[src/rtl/raid0_stripe_scheduler_pkg.sv]
// Shared types and sizing helpers for the RAID-0 stripe scheduler.
// The chunk-length helper is used by the address map and any reassembly logic.
package raid0_stripe_scheduler_pkg;

    typedef enum logic [2:0] {
        ST_IDLE,
        ST_CALC,
        ST_ISSUE,
        ST_DRAIN,
        ST_DONE
    } state_t;

    localparam int DEF_NUM_DEV     = 2;
    localparam int DEF_STRIPE_BLKS = 8;
    localparam int DEF_LBA_W       = 32;
    localparam int DEF_BLKCNT_W    = 16;
    localparam int DEF_STRIPE_LOG2 = $clog2(DEF_STRIPE_BLKS);
    localparam int DEF_DEV_LOG2    = $clog2(DEF_NUM_DEV);

    // A chunk never exceeds one stripe, so its length needs log2(stripe)+1 bits.
    function automatic int chunk_len_w(input int stripe_blks);
        return $clog2(stripe_blks) + 1;
    endfunction

endpackage

[src/rtl/raid0_stripe_scheduler_if.sv]
// Host request, per-device command/completion and status bundle of the stripe scheduler.
// The scheduler uses the slave view; the host/device side uses the master view.
interface raid0_stripe_scheduler_if
    import raid0_stripe_scheduler_pkg::*;
#(
    parameter int NUM_DEV  = DEF_NUM_DEV,
    parameter int LBA_W    = DEF_LBA_W,
    parameter int BLKCNT_W = DEF_BLKCNT_W
) ();

    logic                req_valid;
    logic                req_ready;
    logic [LBA_W-1:0]    req_lba;
    logic [BLKCNT_W-1:0] req_blkcnt;
    logic                req_write;

    logic [NUM_DEV-1:0]  dev_cmd_valid;
    logic [NUM_DEV-1:0]  dev_cmd_ready;
    logic [LBA_W-1:0]    dev_cmd_lba;
    logic [BLKCNT_W-1:0] dev_cmd_blkcnt;
    logic                dev_cmd_write;
    logic [NUM_DEV-1:0]  dev_done;
    logic [NUM_DEV-1:0]  dev_err;

    logic                busy_o;
    logic                done_o;
    logic                err_o;

    modport master (
        output req_valid, req_lba, req_blkcnt, req_write,
        output dev_cmd_ready, dev_done, dev_err,
        input  req_ready, dev_cmd_valid, dev_cmd_lba, dev_cmd_blkcnt, dev_cmd_write,
        input  busy_o, done_o, err_o
    );

    modport slave (
        input  req_valid, req_lba, req_blkcnt, req_write,
        input  dev_cmd_ready, dev_done, dev_err,
        output req_ready, dev_cmd_valid, dev_cmd_lba, dev_cmd_blkcnt, dev_cmd_write,
        output busy_o, done_o, err_o
    );

endinterface

[src/rtl/raid0_stripe_scheduler_addr_map.sv]
// Combinational stripe mapping: array LBA and remaining count to target device,
// device-local LBA and chunk length clipped at the stripe boundary.
module raid0_stripe_scheduler_addr_map
    import raid0_stripe_scheduler_pkg::*;
#(
    parameter int NUM_DEV     = DEF_NUM_DEV,
    parameter int STRIPE_BLKS = DEF_STRIPE_BLKS,
    parameter int LBA_W       = DEF_LBA_W,
    parameter int BLKCNT_W    = DEF_BLKCNT_W,
    parameter int DEV_W       = $clog2(NUM_DEV)
) (
    input  logic [LBA_W-1:0]    cur,
    input  logic [BLKCNT_W-1:0] rem,
    output logic [DEV_W-1:0]    dev,
    output logic [LBA_W-1:0]    dlba,
    output logic [BLKCNT_W-1:0] len
);

    localparam int STRIPE_LOG2 = $clog2(STRIPE_BLKS);
    localparam int DEV_LOG2    = $clog2(NUM_DEV);
    localparam int LEN_W       = chunk_len_w(STRIPE_BLKS);

    logic [STRIPE_LOG2-1:0] off;
    logic [LBA_W-1:0]       stripe_idx;
    logic [LEN_W-1:0]       room;

    // Both sizes are powers of two, so div/mod reduce to shifts and bit slices.
    always_comb begin
        off        = cur[STRIPE_LOG2-1:0];
        stripe_idx = cur >> STRIPE_LOG2;
        dev        = stripe_idx[DEV_W-1:0];
        dlba       = ((stripe_idx >> DEV_LOG2) << STRIPE_LOG2) | LBA_W'(off);
        room       = LEN_W'(STRIPE_BLKS) - LEN_W'(off);
        len        = (rem < BLKCNT_W'(room)) ? rem : BLKCNT_W'(room);
    end

endmodule

[src/rtl/raid0_stripe_scheduler.sv]
// RAID-0 stripe scheduler: splits one host request into stripe chunks, issues them to
// single-command eMMC cores and reports one done/err once every chunk has retired.
module raid0_stripe_scheduler
    import raid0_stripe_scheduler_pkg::*;
#(
    parameter int NUM_DEV     = DEF_NUM_DEV,
    parameter int STRIPE_BLKS = DEF_STRIPE_BLKS,
    parameter int LBA_W       = DEF_LBA_W,
    parameter int BLKCNT_W    = DEF_BLKCNT_W
) (
    input logic clk,
    input logic rst_n,
    raid0_stripe_scheduler_if.slave bus
);

    localparam int DEV_W = $clog2(NUM_DEV);

    state_t state, state_nxt;

    logic [LBA_W-1:0]    cur;
    logic [BLKCNT_W-1:0] rem;
    logic                write_q;
    logic [DEV_W-1:0]    dev_q;
    logic [LBA_W-1:0]    dlba_q;
    logic [BLKCNT_W-1:0] len_q;
    logic [NUM_DEV-1:0]  pending;
    logic                err_sticky;

    logic [DEV_W-1:0]    map_dev;
    logic [LBA_W-1:0]    map_dlba;
    logic [BLKCNT_W-1:0] map_len;

    logic                accept;
    logic                issue_ok;
    logic                fire;
    logic [NUM_DEV-1:0]  fire_vec;
    logic [NUM_DEV-1:0]  done_hit;
    logic [BLKCNT_W-1:0] rem_after;

    raid0_stripe_scheduler_addr_map #(
        .NUM_DEV     (NUM_DEV),
        .STRIPE_BLKS (STRIPE_BLKS),
        .LBA_W       (LBA_W),
        .BLKCNT_W    (BLKCNT_W),
        .DEV_W       (DEV_W)
    ) u_addr_map (
        .cur  (cur),
        .rem  (rem),
        .dev  (map_dev),
        .dlba (map_dlba),
        .len  (map_len)
    );

    // A chunk may only be offered to an idle core, and never once a chunk has failed.
    always_comb begin
        accept    = (state == ST_IDLE) && bus.req_valid;
        issue_ok  = (state == ST_ISSUE) && !pending[dev_q] && !err_sticky;
        fire      = issue_ok && bus.dev_cmd_ready[dev_q];
        fire_vec  = '0;
        if (fire) begin
            fire_vec[dev_q] = 1'b1;
        end
        done_hit  = bus.dev_done & pending;
        rem_after = rem - len_q;
    end

    always_comb begin
        state_nxt         = state;
        bus.req_ready     = (state == ST_IDLE);
        bus.busy_o        = (state != ST_IDLE);
        bus.done_o        = (state == ST_DONE);
        bus.err_o         = (state == ST_DONE) && err_sticky;
        bus.dev_cmd_valid = '0;
        if (issue_ok) begin
            bus.dev_cmd_valid[dev_q] = 1'b1;
        end
        case (state)
            ST_IDLE:  if (accept) state_nxt = (bus.req_blkcnt == '0) ? ST_DONE : ST_CALC;
            ST_CALC:  state_nxt = err_sticky ? ST_DRAIN : ST_ISSUE;
            ST_ISSUE: begin
                if (err_sticky) begin
                    state_nxt = ST_DRAIN;
                end else if (fire) begin
                    state_nxt = (rem_after != '0) ? ST_CALC : ST_DRAIN;
                end
            end
            ST_DRAIN: if (pending == '0) state_nxt = ST_DONE;
            ST_DONE:  state_nxt = ST_IDLE;
            default:  state_nxt = ST_IDLE;
        endcase
    end

    assign bus.dev_cmd_lba    = dlba_q;
    assign bus.dev_cmd_blkcnt = len_q;
    assign bus.dev_cmd_write  = write_q;

    always_ff @(posedge clk or negedge rst_n) begin
        if (!rst_n) begin
            state <= ST_IDLE;
        end else begin
            state <= state_nxt;
        end
    end

    // Payload registers hold the chunk stable for the whole ISSUE wait.
    always_ff @(posedge clk or negedge rst_n) begin
        if (!rst_n) begin
            cur        <= '0;
            rem        <= '0;
            write_q    <= 1'b0;
            dev_q      <= '0;
            dlba_q     <= '0;
            len_q      <= '0;
            pending    <= '0;
            err_sticky <= 1'b0;
        end else begin
            if (accept) begin
                cur     <= bus.req_lba;
                rem     <= bus.req_blkcnt;
                write_q <= bus.req_write;
            end
            if (state == ST_CALC) begin
                dev_q  <= map_dev;
                dlba_q <= map_dlba;
                len_q  <= map_len;
            end
            if (fire) begin
                cur <= cur + LBA_W'(len_q);
                rem <= rem_after;
            end
            pending <= (pending & ~done_hit) | fire_vec;
            if (state == ST_DONE) begin
                err_sticky <= 1'b0;
            end else if ((done_hit & bus.dev_err) != '0) begin
                err_sticky <= 1'b1;
            end
        end
    end

endmodule

[src/flat_wrapper.sv]
// flat-port wrapper written by rule: the top's interface ports become plain ports
module raid0_stripe_scheduler_flat import raid0_stripe_scheduler_pkg::*;
#(
    parameter int NUM_DEV     = DEF_NUM_DEV,
    parameter int STRIPE_BLKS = DEF_STRIPE_BLKS,
    parameter int LBA_W       = DEF_LBA_W,
    parameter int BLKCNT_W    = DEF_BLKCNT_W
)
  (clk, rst_n, bus_req_valid, bus_req_lba, bus_req_blkcnt, bus_req_write, bus_dev_cmd_ready, bus_dev_done, bus_dev_err, bus_req_ready, bus_dev_cmd_valid, bus_dev_cmd_lba, bus_dev_cmd_blkcnt, bus_dev_cmd_write, bus_busy_o, bus_done_o, bus_err_o);
  raid0_stripe_scheduler_if #(.NUM_DEV(NUM_DEV), .LBA_W(LBA_W), .BLKCNT_W(BLKCNT_W)) bus_i ();
  input logic clk;
  input logic rst_n;
  input wire logic [$bits(bus_i.req_valid)-1:0] bus_req_valid;
  input wire logic [$bits(bus_i.req_lba)-1:0] bus_req_lba;
  input wire logic [$bits(bus_i.req_blkcnt)-1:0] bus_req_blkcnt;
  input wire logic [$bits(bus_i.req_write)-1:0] bus_req_write;
  input wire logic [$bits(bus_i.dev_cmd_ready)-1:0] bus_dev_cmd_ready;
  input wire logic [$bits(bus_i.dev_done)-1:0] bus_dev_done;
  input wire logic [$bits(bus_i.dev_err)-1:0] bus_dev_err;
  output wire logic [$bits(bus_i.req_ready)-1:0] bus_req_ready;
  output wire logic [$bits(bus_i.dev_cmd_valid)-1:0] bus_dev_cmd_valid;
  output wire logic [$bits(bus_i.dev_cmd_lba)-1:0] bus_dev_cmd_lba;
  output wire logic [$bits(bus_i.dev_cmd_blkcnt)-1:0] bus_dev_cmd_blkcnt;
  output wire logic [$bits(bus_i.dev_cmd_write)-1:0] bus_dev_cmd_write;
  output wire logic [$bits(bus_i.busy_o)-1:0] bus_busy_o;
  output wire logic [$bits(bus_i.done_o)-1:0] bus_done_o;
  output wire logic [$bits(bus_i.err_o)-1:0] bus_err_o;
  assign bus_i.req_valid = bus_req_valid;
  assign bus_i.req_lba = bus_req_lba;
  assign bus_i.req_blkcnt = bus_req_blkcnt;
  assign bus_i.req_write = bus_req_write;
  assign bus_i.dev_cmd_ready = bus_dev_cmd_ready;
  assign bus_i.dev_done = bus_dev_done;
  assign bus_i.dev_err = bus_dev_err;
  assign bus_req_ready = bus_i.req_ready;
  assign bus_dev_cmd_valid = bus_i.dev_cmd_valid;
  assign bus_dev_cmd_lba = bus_i.dev_cmd_lba;
  assign bus_dev_cmd_blkcnt = bus_i.dev_cmd_blkcnt;
  assign bus_dev_cmd_write = bus_i.dev_cmd_write;
  assign bus_busy_o = bus_i.busy_o;
  assign bus_done_o = bus_i.done_o;
  assign bus_err_o = bus_i.err_o;
  raid0_stripe_scheduler #(.NUM_DEV(NUM_DEV), .STRIPE_BLKS(STRIPE_BLKS), .LBA_W(LBA_W), .BLKCNT_W(BLKCNT_W)) u_core (.clk(clk), .rst_n(rst_n), .bus(bus_i));
endmodule
[config.mk]
export PLATFORM = sky130hd
export DESIGN_NAME = raid0_stripe_scheduler_flat
export DESIGN_NICKNAME = d
export VERILOG_FILES = /design/src/rtl/raid0_stripe_scheduler_pkg.sv /design/src/rtl/raid0_stripe_scheduler_if.sv /design/src/rtl/raid0_stripe_scheduler_addr_map.sv /design/src/rtl/raid0_stripe_scheduler.sv /design/src/flat_wrapper.sv
export SDC_FILE = /design/constraint.sdc
export NUM_CORES = 1
export LEC_CHECK = 0
export BUFFER_PORTS_ARGS = -buffer_cell sky130_fd_sc_hd__buf_2
export CORE_MARGIN = 1
export CORE_UTILIZATION = 37
export CTS_CLUSTER_DIAMETER = 200
export CTS_CLUSTER_SIZE = 14
export DETAILED_ROUTE_END_ITERATION = 10
export GPL_ROUTABILITY_DRIVEN = 0
export SLEW_MARGIN = 20
export SYNTH_ARGS = -nofsm -noshare
export SYNTH_HDL_FRONTEND = slang
export SYNTH_SLANG_ARGS = --single-unit
[constraint.sdc]
create_clock -name clk -period 3.03 [get_ports clk]
set_input_delay 0.606 -clock clk [delete_from_list [all_inputs] [get_ports clk]]
set_output_delay 0.606 -clock clk [all_outputs]
set_load 0.02 [all_outputs]
**After elaboration in Yosys (flattened, before gate mapping)**

Cells that the tools add are included.

- Register bits after elaboration: 104
- Output and inout port bits: 55
- Word-level logic and storage cells: 68
- Input bits: 58

- Order comparisons: 3
- Multiplexer cells: 23
- Bitwise logic cells: 6
- $add $sub $neg: 3
- Equality and inequality tests: 7
- Reduce and logical (&&, ||, !) cells: 17

Operators with widths:

| operator | number |
|---|---|
| $mux 32 | 2 |
| $mux 16 | 3 |
| $add 32x16->32 | 1 |
| $or 31x3->31 | 1 |
| $logic_not 16->1 | 1 |
| $lt 16x4->1 | 1 |
| $reduce_bool 16->1 | 1 |
| $sub 16x16->16 | 1 |
| $mux 3 | 5 |
| $pmux 3 s4 | 1 |
| $mux 1 | 8 |
| $and 2x2->2 | 3 |
| $eq 3x2->1 const B | 2 |
| $logic_and 1x1->1 | 6 |
| $mux 2 | 3 |
| $reduce_bool 2->1 | 3 |
| $ne 2x1->1 const B | 2 |
| $sub 4x3->4 const A | 1 |
| $eq 3x1->1 const B | 1 |
| $eq 3x3->1 const B | 1 |
| $logic_not 3->1 | 1 |
| $ne 3x1->1 const B | 1 |
| $reduce_and 3->1 | 1 |
| $reduce_bool 3->1 | 1 |
| other kinds (7) | 8 |

**Longest topological paths before layout**

- Word-level depth: 9
- Mapped depth: 11
- Depth with buffers taken out: 11

**Hierarchy**

A second synthesis with hierarchy kept.

- Cell total of the unflattened synthesis: 681
- Area, all modules: 6531.3 um^2

By module, submodules not included:

| module | times used | area each (um^2) | cells an instance | seq. area each (um^2) |
|---|---|---|---|---|
| raid0_stripe_scheduler | 1 | 5944.5 | 612 | 2602.5 |
| raid0_stripe_scheduler_addr_map | 1 | 586.8 | 69 | 0.0 |

**Worst setup path before layout**

Ideal clock, no wire load.

- Path type: register to register
- Start: register u_core.len_q[0], in the netlist u_core.bus.dev_cmd_blkcnt[0]
- End: register u_core.cur[24]
- Cell stages (with the launch flop): 12
- Path buffers: 0
- Setup slack: 485 ps
- Period minus slack after synthesis: 2545 ps
- Arrival: 2475 ps
- Cell sequence: dfrtp_1 ha_1 inv_1 fa_1 nor2b_1 o21a_1 o21ai_2 a21oi_1 o31a_1 nor2_1 or4_1 nand3_1

- Word-level cells in the longest chain between the ends: 2

RTL lines:

| element | RTL line | source |
|---|---|---|
| from (decl) | raid0_stripe_scheduler.sv:25 | `logic [BLKCNT_W-1:0] len_q;` |
| from (signal assigned) | raid0_stripe_scheduler.sv:125 | `len_q <= map_len;` |
| $add 32x16->32 | raid0_stripe_scheduler.sv:128 | `cur <= cur + LBA_W'(len_q);` |
| $mux 32 | raid0_stripe_scheduler.sv:127 | `if (fire) begin` |
| to (signal assigned) | raid0_stripe_scheduler.sv:118 | `cur <= bus.req_lba;` |
| to (signal assigned) | raid0_stripe_scheduler.sv:128 |  |
| to (decl) | raid0_stripe_scheduler.sv:20 | `logic [LBA_W-1:0] cur;` |

Every way passes these cells.
A chain may end at the register's enable or synchronous reset.

**Final worst setup path**

- Start: register u_core.len_q[0], in the netlist u_core.bus.dev_cmd_blkcnt[0]
- End: register u_core.cur[30]

Same word-level chain as after synthesis.

==> impl_results.md <==
* CP max stage cell: dfrtp_1
* Asr flop ratio synth at 1.00
* Post-synth top area share at 0.415
* Delay of the slowest cell on the worst path at 0.42 ns
* Syn Std Cell Area at 0.00621 mm²
* Slew headroom at 0.573
* Unrepaired setup endpoints after global routing: no
* Synth warnings at 0
* Setup TNS at 0 ns
* Worst vdd ir at 0.460 mV
* Vias at 5460
* Crit-path cells: ha_1, inv_1, fa_1, nor2b_1, o21a_1, o21ai_2, a21oi_1, o31a_1, o21a_1, a211oi_1, a311oi_1
* Die Footprint at 0.0173 mm²
* Die W at 132 µm
* GRT overflow at 0
* Leak pwr at 0.00338 µW
* Clock power share at 0.148
* Syn_nets at 744
* Maximum clock frequency at 353 MHz
* Site Rows at 47
* Status: finished clean
* Clock tree buffer depth at 2
* Share of layout cells above drive strength 1 at 0.261
* Synth cell count leaders: 103 x dfrtp_1, 66 x nand2_1, 45 x nor2_1
* Mean routed wirelength per cell at 17.4 µm
* Routed WL at 17200 µm
* Power share of the combinational group at 0.539
* CTS root buffer: clkbuf_16
* Worst-Margin Slew at 0.639 ns
* Clk Latency, worst-skew pair at 0.36 ns
* Crit-path most repeated cell: o21a_1
* Setup violators final at 0
* Pin count of the biggest net entering global routing at 48
* Post-route cell area at 0.00735 mm²
* Dominant synthesized flop cell: dfrtp_1
* Initial core utilization at 0.377
* DRT Pass-1 Iters at 5
* Cts repair resizes at 0
* HP Class: primary input to async pin
* Area grow syn2layout at 18.3%
* H-tree levels at 3
* Initial antenna violation count at 0
* Synth cell types at 73
* Residual DRC at 0
* DP HPWL at 13100 µm
* Sw frac at 0.442
* Avg Synthesized Cell Area at 9.58 µm²
* Internal power at 4510 µW
* Tcrit/Tclk final at 0.935
* Final Hold Fails at 0
* Power, Total at 8090 µW
* # IOs at 113
* P_sw at 3580 µW
* Max Cap Violations at 0
* Crit. End Element: flip-flop
* Via/cell ratio at 5.54
* Critical Path RT at 3.29 ns
* Initial DRC count at 290
* Vias in the first global route at 5373
* Post-synth top area cell: dfrtp_1
* Fin crit period at 2.83 ns
* Ant diodes at 0
* Flop pwr share at 0.313
* Post-synth EDFFs at 0
* Clock skew at 0.0107 ns
* Crit start category: flip-flop
* Critical path class: flip-flop to flip-flop
* Cell with the most instances after synthesis: dfrtp_1
* Port bufs at 111
* Seq/Total Area, Yosys at 0.415
* Power density over cell area at 1100 mW/mm²
* Post-route ant nets at 0
* Die Y at 132 µm
* Cells after Synth at 649
* Core footprint at 0.0165 mm²
* Clock sink count at 103
* Fillers at 1628
* Worst-path clk slew at 0.07 ns
* TritonCTS clock tree: yes
* GRT Util Overall at 0.203
* Fin. max-slew vios at 0
* Ranking of synthesized cells by area: dfrtp_1 41%, ha_1 7.0%, mux2_2 6.0%
* Cts bufs inserted at 9
* First-pass GRT wire length at 28100 µm
* Synthesized flop and latch total at 103
* Nets@finish at 857
* Critical Path Fanout Max at 6
* Dpl cell area at 0.00704 mm²
* WP data arrival at 3.09 ns
path summary, 6_finish.rpt:
path	start	endpoint	slack [ns]	cells past startpoint
worst max-delay path	u_core.bus.dev_cmd_blkcnt[0]	u_core.cur[30]	0.20	11
worst min-delay path	rst_n	u_core.cur[16]	0.27	1
worst max register to register	u_core.bus.dev_cmd_blkcnt[0]	u_core.cur[30]	0.20	11
worst min register to register	u_core.bus.dev_cmd_write	u_core.bus.dev_cmd_write	0.49	2
max in group asynchronous	rst_n	u_core.cur[11]	1.91	2
min in group clk	bus_dev_done[0]	u_core.pending[0]	0.44	2
per-layer routing:
metal,GRT usage,up-vias,wire length (µm)
met4,0.0659,0,344
met1,0.286,2644,8340
met2,0.320,183,7660
met5,0,-,0
li1,-,2609,-
met3,0.0301,24,804
power by group through the flow:
stage | Combinational [µW] | Clock (µW) | Sequential, µW
after detailed placement | 4340 | 0 | 2540
after floorplan | 3010 | 0 | 2630
after global placement | 4220 | 0 | 2510
after global routing | 4800 | 1280 | 2610
final | 4360 | 1200 | 2530
after CTS | 4360 | 1230 | 2520
timing repair:
action | CTS | global route
setup buffers | 0 | 1
hold buffers | 0 | 0
endpoints found under the setup margin | 0 | 2
through the flow:
step	setup WS, ns	instances	hold WS (ns)	utilization
6_report	0.196	986	0.266	0.446
5_1_grt	0.0360	986	0.313	0.446
4_1_cts	0.179	985	0.287	0.446
3_5_place_dp	0.173	970	0.480	0.428
3_3_place_gp	0.334	970	0.455	0.428
2_1_floorplan	0.485	649	0.310	-
worst max-delay path, delay by kind of cell (launching register included):
kind | cells | cell delay, ns
flops | 1 | 0.42
simple gates | 1 | 0.14
buf+inv | 1 | 0.06
compound gates | 7 | 1.52
fa+ha+maj | 2 | 0.59
flip-flops by register name (all words and copies together) (netlist names):
register	flops
u_core.cur	32
u_core.bus.dev_cmd_lba	31
u_core.pending	2
u_core.rem	16
u_core.err_sticky	1
u_core.dev_q	1
u_core.state	3
u_core.bus.dev_cmd_blkcnt	16
u_core.bus.dev_cmd_write	1
layout by cell type (no fill, tap or decap), types with 8 or more instances in the layout:
master,synthesis,layout
a22oi_1,14,14
xor2_1,9,9
and3_1,9,9
xnor2_1,10,10
inv_1,30,30
o21a_1,10,10
nand2b_1,8,8
mux2_2,33,33
a31oi_1,8,8
buf_4,2,13
nand3_1,13,13
clkbuf_16,0,9
or3_1,9,9
dfrtp_1,103,103
a21oi_1,37,37
ha_1,35,35
buf_2,4,110
a21o_1,12,12
a211oi_1,10,10
nor3_1,18,18
o21ai_0,39,39
nor2_1,45,44
nand2_1,66,66
final cells by class:
type	count	area [µm²]	area share
Timing Repair Buffer	124	668	0.0909
Clock inverter	4	55.1	0.00749
Sequential cell	103	2580	0.351
Inverter	30	113	0.0153
Multi-Input combinational cell	494	3420	0.465
Tap cell	220	275	0.0375
Clock buffer	11	243	0.0330
logic make-up after synthesis:
kind of cell | after synthesis | synth area share
mux | 35 | 0.0630
flops | 103 | 0.415
buf+inv | 52 | 0.0366
fa+ha+maj | 37 | 0.0769
simple gates | 211 | 0.167
other cells | 1 | 0.000603
xor+xnor | 19 | 0.0268
compound gates | 191 | 0.214
Power figures use the tool's default switching activity.
